File: src/rtl/encoder_pkg.sv
// Shared constants for the registered 8-to-3 priority encoder.
// Width, index width and the value the index register takes in reset.
package encoder_pkg;

  localparam int ENC_WIDTH = 8;
  localparam int ENC_IDX_W = 3;

  localparam logic [ENC_IDX_W-1:0] ENC_OUT_RST = 3'b000;

endpackage : encoder_pkg

File: src/rtl/encoder_8x3_priority_core.sv
// Combinational priority core: index of the highest set request bit plus an any-set flag.
// An all-zero vector yields idx = 0 and any = 0, so idx is never X or stale.
module encoder_8x3_priority_core
  import encoder_pkg::*;
#(
  parameter int WIDTH = ENC_WIDTH,
  parameter int OUT_W = ENC_IDX_W
) (
  input  logic [WIDTH-1:0] req_i,
  output logic [OUT_W-1:0] idx_o,
  output logic             any_o
);

  // Ascending scan; the last (highest) set bit found wins.
  always_comb begin
    idx_o = '0;
    for (int i = 0; i < WIDTH; i++) begin
      if (req_i[i]) begin
        idx_o = i[OUT_W-1:0];
      end
    end
  end

  assign any_o = |req_i;

endmodule : encoder_8x3_priority_core

File: src/rtl/encoder_8x3_priority.sv
// Registered 8-to-3 priority encoder: one vector sampled per clock, result one cycle later.
// Interface contract: no valid/ready handshake; in is consumed every cycle and valid qualifies out.
module encoder_8x3_priority
  import encoder_pkg::*;
#(
  parameter int WIDTH = ENC_WIDTH,
  parameter int OUT_W = ENC_IDX_W
) (
  input  logic             clk,
  input  logic             rst,
  input  logic [WIDTH-1:0] in,
  output logic [OUT_W-1:0] out,
  output logic             valid
);

  logic [OUT_W-1:0] idx;
  logic             any;

  logic [OUT_W-1:0] out_d;
  logic [OUT_W-1:0] out_q;
  logic             valid_d;
  logic             valid_q;

  encoder_8x3_priority_core #(
    .WIDTH (WIDTH),
    .OUT_W (OUT_W)
  ) u_core (
    .req_i (in),
    .idx_o (idx),
    .any_o (any)
  );

  always_comb begin
    out_d   = idx;
    valid_d = any;
  end

  // Reset wins over the sampled vector; that edge's input is discarded.
  always_ff @(posedge clk) begin
    if (rst) begin
      out_q   <= ENC_OUT_RST;
      valid_q <= 1'b0;
    end else begin
      out_q   <= out_d;
      valid_q <= valid_d;
    end
  end

  assign out   = out_q;
  assign valid = valid_q;

endmodule : encoder_8x3_priority

File: config.mk
export PLATFORM = sky130hd
export DESIGN_NAME = encoder_8x3_priority
export DESIGN_NICKNAME = d
export VERILOG_FILES = /design/src/rtl/encoder_pkg.sv /design/src/rtl/encoder_8x3_priority_core.sv /design/src/rtl/encoder_8x3_priority.sv
export SDC_FILE = /design/constraint.sdc
export NUM_CORES = 1
export LEC_CHECK = 0
export CORE_AREA = 2 2 39 41
export DETAILED_ROUTE_END_ITERATION = 8
export DIE_AREA = 0 0 41 43
export SLEW_MARGIN = 20
export SYNTH_ARGS = -nofsm -noshare
export SYNTH_HDL_FRONTEND = slang
export SYNTH_SLANG_ARGS = --single-unit
File: constraint.sdc
create_clock -name clk -period 0.8 [get_ports clk]
set_input_delay 0.08 -clock clk [delete_from_list [all_inputs] [get_ports clk]]
set_output_delay 0.08 -clock clk [all_outputs]
set_load 0.01 [all_outputs]
* After elaboration in Yosys (flattened, before gate mapping)
Index checks and enable logic that the tools add are counted.
** Storage, ports and cells
- Bits of input ports :: 10
- Output and inout port bits :: 4
- Flip-flop bits (word level) :: 4
** Cells by class
- Reductions and logical operators :: 1
- Muxes and demuxes :: 7
** Operators by type and width (count)
- 3-bit 2-to-1 mux :: 4
- 8-bit OR reduction :: 1
- 2-bit 2-to-1 mux :: 2
- 1-bit 2-to-1 mux :: 1

* Logic depth before layout (Yosys ltp)
Gate-level depths: netlist (run 1).
- Depth in word-level cells :: 7
- Gate-level depth with buffers :: 3
- Gate-level depth less buffers :: 3

* Hierarchy
Synthesis (run 1) repeated with hierarchy kept, for this count alone.
** Unflattened totals
- Cells, all modules :: 20
- Area, all modules :: 171.4 µm²
** Modules (own cells, without submodules)
- encoder_8x3_priority :: times used 1, cells each 8, area each 105.1 µm², sequential area each 80.1 µm²
- encoder_8x3_priority_core :: times used 1, cells each 12, area each 66.3 µm², sequential area each 0.0 µm²

* Least setup slack after synthesis (run 1)
OpenSTA, ideal clock, no wires.
- Path kind :: input to register
- Start :: input in[1]
- End :: register valid_q, in the netlist valid
- Cell stages on the path :: 2
- Path slack :: 0.252 ns
- Setup time :: 0.130 ns
- Arrival :: 0.418 ns
- Required time :: 0.670 ns
- Path through :: nor4_1 > a31oi_1
** Between the ends
- Longest elaborated chain between the ends :: 1
** RTL lines
- start, declared :: line encoder_8x3_priority.sv:11 : input logic [WIDTH-1:0] in,
- 8-bit OR reduction :: line encoder_8x3_priority_core.sv:24 : assign any_o = |req_i;
- end signal, assigned :: line encoder_8x3_priority.sv:45 : valid_q <= valid_d;
- end, declared :: line encoder_8x3_priority.sv:22 : logic valid_q;
Every way passes these cells.
A chain may end at the register's enable or synchronous reset.

* Worst setup path after layout (run 1)
- Start :: input in[3]
- End :: register valid_q, in the netlist valid
Same word-level chain as after synthesis.

==> flow_summary.html, run 1 <==
<table>
<tr><th>Metric</th><th>Value</th></tr>
<tr><th colspan="2">Timing</th></tr>
<tr><td>Slew headroom</td><td>84.2%</td></tr>
<tr><td>Minimum clock period after layout</td><td>0.784 ns</td></tr>
<tr><td>Worst Tran Pin Value</td><td>0.235 ns</td></tr>
<tr><td>Hold Fails Final Rpt</td><td>0</td></tr>
<tr><td>Fmax</td><td>1.27 GHz</td></tr>
<tr><td>Unrepaired setup endpoints after global routing</td><td>false</td></tr>
<tr><td>Accumulated negative setup slack</td><td>0 ns</td></tr>
<tr><td>Final clock period utilization by the worst path</td><td>98.0%</td></tr>
<tr><td>Final number of setup-violating endpoints</td><td>0</td></tr>
<tr><td>Number of max-slew violations in the final report</td><td>0</td></tr>
<tr><th colspan="2">CTS</th></tr>
<tr><td>Clk slew on worst S/H paths</td><td>0.04 ns</td></tr>
<tr><td>CTS tree</td><td>built</td></tr>
<tr><td>Quantity of hold-fixing buffers added after cts</td><td>0</td></tr>
<tr><td>Root Driver</td><td>sky130_fd_sc_hd__clkbuf_4</td></tr>
<tr><td>Clock tree buffer depth</td><td>2</td></tr>
<tr><td>Post-CTS repair timing setup buffer count</td><td>0</td></tr>
<tr><td>TritonCTS Buffers</td><td>3</td></tr>
<tr><td>Maximum level of the CTS H-tree</td><td>1</td></tr>
<tr><td>Clock Sinks</td><td>4</td></tr>
<tr><th colspan="2">Critical path</th></tr>
<tr><td>Data required, critical path</td><td>0.90 ns</td></tr>
<tr><td>Type of destination of the critical path</td><td>flop</td></tr>
<tr><td>Arrival time at the worst endpoint</td><td>0.89 ns</td></tr>
<tr><td>Kind of start point of the critical path</td><td>primary input</td></tr>
<tr><td>Max FO, Critical Path</td><td>3</td></tr>
<tr><td>Worst setup path startpoint</td><td>in[3]</td></tr>
<tr><td>Crit Path Category</td><td>primary input to flop</td></tr>
<tr><th colspan="2">Route</th></tr>
<tr><td>Antenna Violating Nets Remaining</td><td>0</td></tr>
<tr><td>Starting DRT DRC Count</td><td>0</td></tr>
<tr><td>Average via count per standard cell</td><td>3.61</td></tr>
<tr><td>Wire length reported by the detailed router</td><td>399 um</td></tr>
<tr><td>Routed length per instance</td><td>8.14 um</td></tr>
<tr><td>First-pass iteration count of the detailed router</td><td>1</td></tr>
<tr><td>DRC viols</td><td>0</td></tr>
<tr><td>Via total after detailed routing</td><td>177</td></tr>
<tr><th colspan="2">Placed design</th></tr>
<tr><td>Buffers added on ports</td><td>13</td></tr>
<tr><td>Cell Count Post-Placement</td><td>46</td></tr>
<tr><td>Weighted congestion reported at the end of routability-driven placement</td><td>0.658</td></tr>
<tr><th colspan="2">Power</th></tr>
<tr><td>Lkg Pwr</td><td>0.000160 uW</td></tr>
<tr><td>Worst IR drop on VDD</td><td>0.260 mV</td></tr>
<tr><td>Pwr dens</td><td>1720 mW/mm^2</td></tr>
<tr><th colspan="2">Synthesis</th></tr>
<tr><td>Fraction of the yosys area taken by sequential cells</td><td>50.0%</td></tr>
<tr><td>Syn nets</td><td>26</td></tr>
<tr><td>Yosys warnings</td><td>0</td></tr>
<tr><td>Number of synthesized register bits</td><td>4</td></tr>
<tr><td>Distinct cells, synth</td><td>12</td></tr>
<tr><td>Post-Syn Instances</td><td>16</td></tr>
<tr><td>Yosys top cell by area</td><td>sky130_fd_sc_hd__dfxtp_1</td></tr>
<tr><td>Ranking of synthesized cells by area</td><td>sky130_fd_sc_hd__dfxtp_1 50%, sky130_fd_sc_hd__o41ai_2 10%, sky130_fd_sc_hd__a21oi_1 6.3%</td></tr>
<tr><td>Post-Synthesis Cell Area</td><td>160 um^2</td></tr>
<tr><td>Top cell type's share of synthesized area</td><td>50.0%</td></tr>
<tr><td>Synthesized area per cell</td><td>10.0 um^2</td></tr>
<tr><th colspan="2">Layout</th></tr>
<tr><td>N_diodes</td><td>0</td></tr>
<tr><td>Fraction of layout cells with a size suffix above 1</td><td>33.3%</td></tr>
<tr><td>Number of non-filler instances in the completed layout</td><td>49</td></tr>
<tr><td>Area delta synth-&gt;final</td><td>105%</td></tr>
<tr><td>Nets</td><td>45</td></tr>
<tr><th colspan="2">Floorplan</th></tr>
<tr><td>Core Rows</td><td>14</td></tr>
<tr><td>IO Count</td><td>14</td></tr>
<tr><td>Die H</td><td>43 um</td></tr>
<tr><td>Core region area</td><td>0.00138 mm^2</td></tr>
<tr><td>Initial cell density of the core</td><td>11.6%</td></tr>
<tr><td>Die outline area</td><td>0.00176 mm^2</td></tr>
<tr><td>DIE WIDTH</td><td>41 um</td></tr>
<tr><th colspan="2">Global route</th></tr>
<tr><td>First-pass GRT wire length</td><td>524 um</td></tr>
<tr><td>GR Overflow Total</td><td>0</td></tr>
<tr><td>Number of antenna violations at the first check in global routing</td><td>0</td></tr>
<tr><td>Vias in the first global route</td><td>164</td></tr>
<tr><td>Overall track demand over capacity in global routing</td><td>5.32%</td></tr>
<tr><td>Pin count of the biggest net entering global routing</td><td>4</td></tr>
<tr><th colspan="2">Status</th></tr>
<tr><td>Run status</td><td>finished clean</td></tr>
<tr><th colspan="2">Worst hold path</th></tr>
<tr><td>Type of the most critical hold path</td><td>primary input to flop</td></tr>
<tr><td>Endpoint of the worst hold path</td><td>out[0]</td></tr>
<tr><td>Worst hold path depth</td><td>2</td></tr>
<tr><td>Worst hold path startpoint</td><td>in[6]</td></tr>
<tr><th colspan="2">Run</th></tr>
<tr><td>Total of max-cap violations</td><td>0</td></tr>
</table>
worst max path at each step:
| stage | endpoint | slack, ns | cells past startpoint |
|---|---|---|---|
| after CTS | out[0] | 0.007 | 4 |
| after global placement | valid | -0.22 | 3 |
| after global routing | valid | 0.01 | 3 |
| after floorplan | valid | 0.25 | 2 |
| after detailed placement | out[0] | -0.24 | 4 |
| final | valid | 0.02 | 3 |
final cells by class:
cell class / count / area (um^2)
clock buffer: 3 / 22.5
timing repair buffer: 14 / 125
sequential: 4 / 80.1
multi-input combinational: 11 / 76.3
inverter: 1 / 3.75
tap: 16 / 20.0
fill: 170 / 1060
metrics by stage:
stage	instance area (um^2)	power, uW	util, %	worst slack (ns)	hold WS [ns]
2_1_floorplan	160	253	-	0.252	0.142
3_3_place_gp	318	340	23.0	-0.220	0.734
3_5_place_dp	318	342	23.0	-0.242	0.742
4_1_cts	320	585	23.1	0.00686	0.494
5_1_grt	328	594	23.7	0.00980	0.156
6_report	328	563	23.7	0.0156	0.135
power by group:
| group | switching (uW) | internal [uW] |
|---|---|---|
| registers | 2.25 | 214 |
| logic | 42.2 | 62.7 |
| clock network | 74.3 | 167 |
state kept, by name, indices dropped and copies added (netlist names):
register  flops
out           3
valid         1
timing repair:
action / 4_1_cts / 5_1_grt
setup endpoints to repair: 4 / 4
gates resized for setup: 16 / 3
pin swaps: 0 / 3
Yosys cell counts:
master,n
sky130_fd_sc_hd__a21oi_2,1
sky130_fd_sc_hd__o41ai_2,1
sky130_fd_sc_hd__dfxtp_1,4
sky130_fd_sc_hd__a31oi_1,1
sky130_fd_sc_hd__nor4_1,1
sky130_fd_sc_hd__nor2_1,1
sky130_fd_sc_hd__inv_1,1
sky130_fd_sc_hd__nor2b_1,1
sky130_fd_sc_hd__o21ai_1,1
sky130_fd_sc_hd__nor2_2,1
sky130_fd_sc_hd__a21oi_1,2
sky130_fd_sc_hd__o21bai_1,1
kinds of logic after synthesis:
kind of cell	after synthesis	synth area share [%]
buffers and inverters	1	2.34
AND/OR/NAND/NOR	4	14.1
AO/OA/AOI/OAI	7	33.6
flip-flops	4	50.0
cells in the final DEF (no fill, tap or decap):
cell type                         n
sky130_fd_sc_hd__nor2b_1          1
sky130_fd_sc_hd__clkbuf_4         3
sky130_fd_sc_hd__a31oi_1          1
sky130_fd_sc_hd__nor2_2           1
sky130_fd_sc_hd__dlymetal6s2s_1   3
sky130_fd_sc_hd__nor4_1           1
sky130_fd_sc_hd__o21ai_1          1
sky130_fd_sc_hd__clkdlybuf4s50_1  6
sky130_fd_sc_hd__dfxtp_1          4
sky130_fd_sc_hd__buf_4            1
sky130_fd_sc_hd__inv_1            1
sky130_fd_sc_hd__nor2_1           1
sky130_fd_sc_hd__buf_2            4
sky130_fd_sc_hd__o21bai_1         1
sky130_fd_sc_hd__o41ai_2          1
sky130_fd_sc_hd__a21oi_1          2
sky130_fd_sc_hd__a21oi_2          1
metal layers:
| layer | GRT usage (%) | vias to the layer above | share of wire (%) |
|---|---|---|---|
| li1 | - | 95 | - |
| met1 | 4.17 | 74 | 33 |
| met5 | 0 | - | 0 |
| met4 | 12.0 | 0 | 0 |
| met3 | 0 | 0 | 9.5 |
| met2 | 6.88 | 8 | 58 |
critical path, cell delays in order:
cell and delay (ns):
sky130_fd_sc_hd__clkdlybuf4s50_1 0.45, sky130_fd_sc_hd__nor4_1 0.25, sky130_fd_sc_hd__a31oi_1 0.11
No activity file was read; power rests on OpenSTA's default activity.
==> inputs of run 2 (changes only) <==
--- a/config.mk
+++ b/config.mk
@@ -8,6 +8,7 @@
 export CORE_AREA = 2 2 39 41
 export DETAILED_ROUTE_END_ITERATION = 8
 export DIE_AREA = 0 0 41 43
+export PLACE_DENSITY = 0.38
 export SLEW_MARGIN = 20
 export SYNTH_ARGS = -nofsm -noshare
 export SYNTH_HDL_FRONTEND = slang
==> run 2 against run 1 <==
Effect of this change:
- first-iteration DRC count unchanged
- largest power group unchanged
- sequential power hardly changed
- hold slack better by 0.0012 ns
- sequential share of layout area fell by 1.1 points
- non-clock buffer count did not move
- worst setup slack improved by 0.024 ns
==> flow_summary.html, run 2 (synthesis gave the netlist of run 1 again) <==
<table>
<tr><th>Metric</th><th>Value</th></tr>
<tr><th colspan="2">Power</th></tr>
<tr><td>Gate power share</td><td>19.1% (was 18.6%)</td></tr>
<tr><td>Clk network pwr share</td><td>42.4% (was 42.9%)</td></tr>
<tr><td>Cell-internal power</td><td>444 uW (about the same)</td></tr>
<tr><td>Net switching fraction of the power</td><td>21.4% (was 21.1%)</td></tr>
<tr><td>Lkg Pwr</td><td>0.000179 uW (was 0.000160 uW)</td></tr>
<tr><td>Worst IR drop on VDD</td><td>0.314 mV (was 0.260 mV)</td></tr>
<tr><td>Sequential cell fraction of total power</td><td>38.4% (was 38.5%)</td></tr>
<tr><td>Pwr dens</td><td>1650 mW/mm^2 (was 1720 mW/mm^2)</td></tr>
<tr><td>Switching Power</td><td>121 uW (was 119 uW)</td></tr>
<tr><th colspan="2">Floorplan</th></tr>
<tr><td>Die outline area</td><td>0.00176 mm^2 (unchanged)</td></tr>
<tr><td>DIE WIDTH</td><td>41 um (unchanged)</td></tr>
<tr><td>Initial cell density of the core</td><td>11.6% (unchanged)</td></tr>
<tr><td>Core region area</td><td>0.00138 mm^2 (unchanged)</td></tr>
<tr><td>Core Rows</td><td>14 (unchanged)</td></tr>
<tr><td>Die H</td><td>43 um (unchanged)</td></tr>
<tr><td>IO Count</td><td>14 (unchanged)</td></tr>
<tr><th colspan="2">Global route</th></tr>
<tr><td>First-pass GRT wire length</td><td>614 um (was 524 um)</td></tr>
<tr><td>Overall track demand over capacity in global routing</td><td>5.72% (was 5.32%)</td></tr>
<tr><td>Pin count of the biggest net entering global routing</td><td>4 (unchanged)</td></tr>
<tr><td>Vias in the first global route</td><td>184 (was 164)</td></tr>
<tr><td>Number of antenna violations at the first check in global routing</td><td>0 (unchanged)</td></tr>
<tr><td>GR Overflow Total</td><td>0 (unchanged)</td></tr>
<tr><th colspan="2">Route</th></tr>
<tr><td>Wire length reported by the detailed router</td><td>437 um (was 399 um)</td></tr>
<tr><td>First-pass iteration count of the detailed router</td><td>1 (unchanged)</td></tr>
<tr><td>DRC viols</td><td>0 (unchanged)</td></tr>
<tr><td>Antenna Violating Nets Remaining</td><td>0 (unchanged)</td></tr>
<tr><td>Via total after detailed routing</td><td>186 (was 177)</td></tr>
<tr><td>Average via count per standard cell</td><td>3.80 (was 3.61)</td></tr>
<tr><td>Routed length per instance</td><td>8.92 um (was 8.14 um)</td></tr>
<tr><td>Starting DRT DRC Count</td><td>0 (unchanged)</td></tr>
<tr><th colspan="2">Critical path</th></tr>
<tr><td>Crit Path Category</td><td>primary input to flop (unchanged)</td></tr>
<tr><td>Type of destination of the critical path</td><td>flop (unchanged)</td></tr>
<tr><td>Arrival time at the worst endpoint</td><td>0.86 ns (was 0.89 ns)</td></tr>
<tr><td>Max FO, Critical Path</td><td>1 (was 3)</td></tr>
<tr><td>Data required, critical path</td><td>0.90 ns (about the same)</td></tr>
<tr><td>Kind of start point of the critical path</td><td>primary input (unchanged)</td></tr>
<tr><td>Worst setup path startpoint</td><td>in[0] (was in[3])</td></tr>
<tr><th colspan="2">Layout</th></tr>
<tr><td>Nets</td><td>45 (unchanged)</td></tr>
<tr><td>Area delta synth-&gt;final</td><td>114% (was 105%)</td></tr>
<tr><td>Fraction of layout cells with a size suffix above 1</td><td>39.4% (was 33.3%)</td></tr>
<tr><td>Number of non-filler instances in the completed layout</td><td>49 (unchanged)</td></tr>
<tr><td>Most used cells in the layout excluding fill and tap cells</td><td>5 x sky130_fd_sc_hd__dlymetal6s2s_1, 4 x sky130_fd_sc_hd__clkdlybuf4s50_1, 4 x sky130_fd_sc_hd__dfxtp_1, 4 x sky130_fd_sc_hd__buf_2, 3 x sky130_fd_sc_hd__clkbuf_4 (was 6 x sky130_fd_sc_hd__clkdlybuf4s50_1, 4 x sky130_fd_sc_hd__dfxtp_1, 4 x sky130_fd_sc_hd__buf_2, 3 x sky130_fd_sc_hd__clkbuf_4, 3 x sky130_fd_sc_hd__dlymetal6s2s_1)</td></tr>
<tr><td>N_diodes</td><td>0 (unchanged)</td></tr>
<tr><td>Fill cell instance count of the final layout</td><td>154 (was 170)</td></tr>
<tr><td>Leading cell type in the layout, fill and taps excluded</td><td>sky130_fd_sc_hd__dlymetal6s2s_1 (was sky130_fd_sc_hd__clkdlybuf4s50_1)</td></tr>
<tr><td>Flip-flop count of the largest register after layout</td><td>3 (unchanged)</td></tr>
<tr><th colspan="2">Placed design</th></tr>
<tr><td>Worst Setup Slack post-DPL</td><td>-0.289 ns (was -0.242 ns)</td></tr>
<tr><td>Cell Count Post-Placement</td><td>46 (unchanged)</td></tr>
<tr><td>HPWL after detailed placement</td><td>339 um</td></tr>
<tr><td>Weighted congestion reported at the end of routability-driven placement</td><td>0.611 (was 0.658)</td></tr>
<tr><td>Buffers added on ports</td><td>13 (unchanged)</td></tr>
<tr><th colspan="2">CTS</th></tr>
<tr><td>Clk slew on worst S/H paths</td><td>0.03 ns (was 0.04 ns)</td></tr>
<tr><td>Root Driver</td><td>sky130_fd_sc_hd__clkbuf_4 (unchanged)</td></tr>
<tr><td>Maximum level of the CTS H-tree</td><td>1 (unchanged)</td></tr>
<tr><td>Clock Sinks</td><td>4 (unchanged)</td></tr>
<tr><td>Clock tree buffer depth</td><td>2 (unchanged)</td></tr>
<tr><td>TritonCTS Buffers</td><td>3 (unchanged)</td></tr>
<tr><td>Quantity of hold-fixing buffers added after cts</td><td>0 (unchanged)</td></tr>
<tr><td>Post-CTS repair timing setup buffer count</td><td>0 (unchanged)</td></tr>
<tr><td>CTS tree</td><td>built (unchanged)</td></tr>
<tr><th colspan="2">Timing</th></tr>
<tr><td>Final number of setup-violating endpoints</td><td>0 (unchanged)</td></tr>
<tr><td>Worst-case setup margin in the final layout</td><td>0.0398 ns (was 0.0156 ns)</td></tr>
<tr><td>Worst Tran Pin Value</td><td>0.225 ns (was 0.235 ns)</td></tr>
<tr><td>Accumulated negative setup slack</td><td>0 ns (unchanged)</td></tr>
<tr><td>Final hold slack</td><td>0.136 ns (was 0.135 ns)</td></tr>
<tr><td>Hold Fails Final Rpt</td><td>0 (unchanged)</td></tr>
<tr><td>Slew headroom</td><td>84.9% (was 84.2%)</td></tr>
<tr><td>Minimum clock period after layout</td><td>0.760 ns (was 0.784 ns)</td></tr>
<tr><td>Unrepaired setup endpoints after global routing</td><td>true (was false)</td></tr>
<tr><td>Fmax</td><td>1.32 GHz (was 1.27 GHz)</td></tr>
<tr><td>Number of max-slew violations in the final report</td><td>0 (unchanged)</td></tr>
<tr><td>Final clock period utilization by the worst path</td><td>95.0% (was 98.0%)</td></tr>
<tr><th colspan="2">Status</th></tr>
<tr><td>Run status</td><td>finished clean (unchanged)</td></tr>
<tr><th colspan="2">Worst hold path</th></tr>
<tr><td>Type of the most critical hold path</td><td>primary input to flop (unchanged)</td></tr>
<tr><td>Worst hold path startpoint</td><td>in[4] (was in[6])</td></tr>
<tr><td>Worst hold path depth</td><td>2 (unchanged)</td></tr>
<tr><td>Endpoint of the worst hold path</td><td>out[0] (unchanged)</td></tr>
<tr><th colspan="2">Run</th></tr>
<tr><td>Total of max-cap violations</td><td>0 (unchanged)</td></tr>
</table>
run 2: cell count changes in the layout (fill, tap and decap cells not counted):
cell                              change
sky130_fd_sc_hd__a21oi_1              -1
sky130_fd_sc_hd__a21oi_2              +1
sky130_fd_sc_hd__clkdlybuf4s50_1      -2
sky130_fd_sc_hd__dlymetal6s2s_1       +2
sky130_fd_sc_hd__nor4_1               -1
sky130_fd_sc_hd__nor4_2               +1
run 2: what timing repair did:
item                                   CTS  global route
endpoints found under the hold margin    0             0
pin swaps                                0             3
resized for setup                       17             6
setup endpoints to repair                5             3
run 2: area by class of cell:
class	instances	area [um^2]	area share [%]
clock buffers	3	22.5	6.57
inverters	1	3.75	1.09
multi-input cells	11	86.3	25.2
flip-flops and latches	4	80.1	23.4
well taps	16	20.0	5.84
repair buffers	14	130	38.0
run 2: metal layers:
layer	track usage [%]	vias to the layer above	routed length, um
met5	0	-	0
met4	8.00	0	0
met3	1.57	0	79
met2	8.13	14	206
met1	5.13	78	150
li1	-	94	-
run 2: worst max path at each step:
| stage | endpoint | slack, ns |
|---|---|---|
| 2_1_floorplan | valid | 0.25 |
| 3_3_place_gp | valid | -0.27 |
| 3_5_place_dp | valid | -0.29 |
| 4_1_cts | valid | 0.0008 |
| 5_1_grt | valid | -0.009 |
| 6_report | valid | 0.04 |
run 2: power groups by stage:
| stage | logic [uW] | clock network (uW) | registers [uW] |
|---|---|---|---|
| finish | 108 | 240 | 217 |
| global route | 120 | 262 | 218 |
| CTS | 111 | 260 | 217 |
| detailed placement | 121 | 0 | 221 |
| global placement | 121 | 0 | 220 |
| floorplan | 24.7 | 0 | 228 |
run 2: critical path, stage by stage:
cell                              delay (ns)
sky130_fd_sc_hd__clkdlybuf4s50_1        0.41
sky130_fd_sc_hd__nor4_2                 0.27
sky130_fd_sc_hd__a31oi_1                0.11
run 2: metrics by stage:
stage               utilization (%)  power (uW)  cell area [um^2]
global route                   24.8         600               343
detailed placement             23.0         342               318
finish                         24.8         565               343
floorplan                         -         253               160
global placement               23.0         341               318
CTS                            23.6         588               327
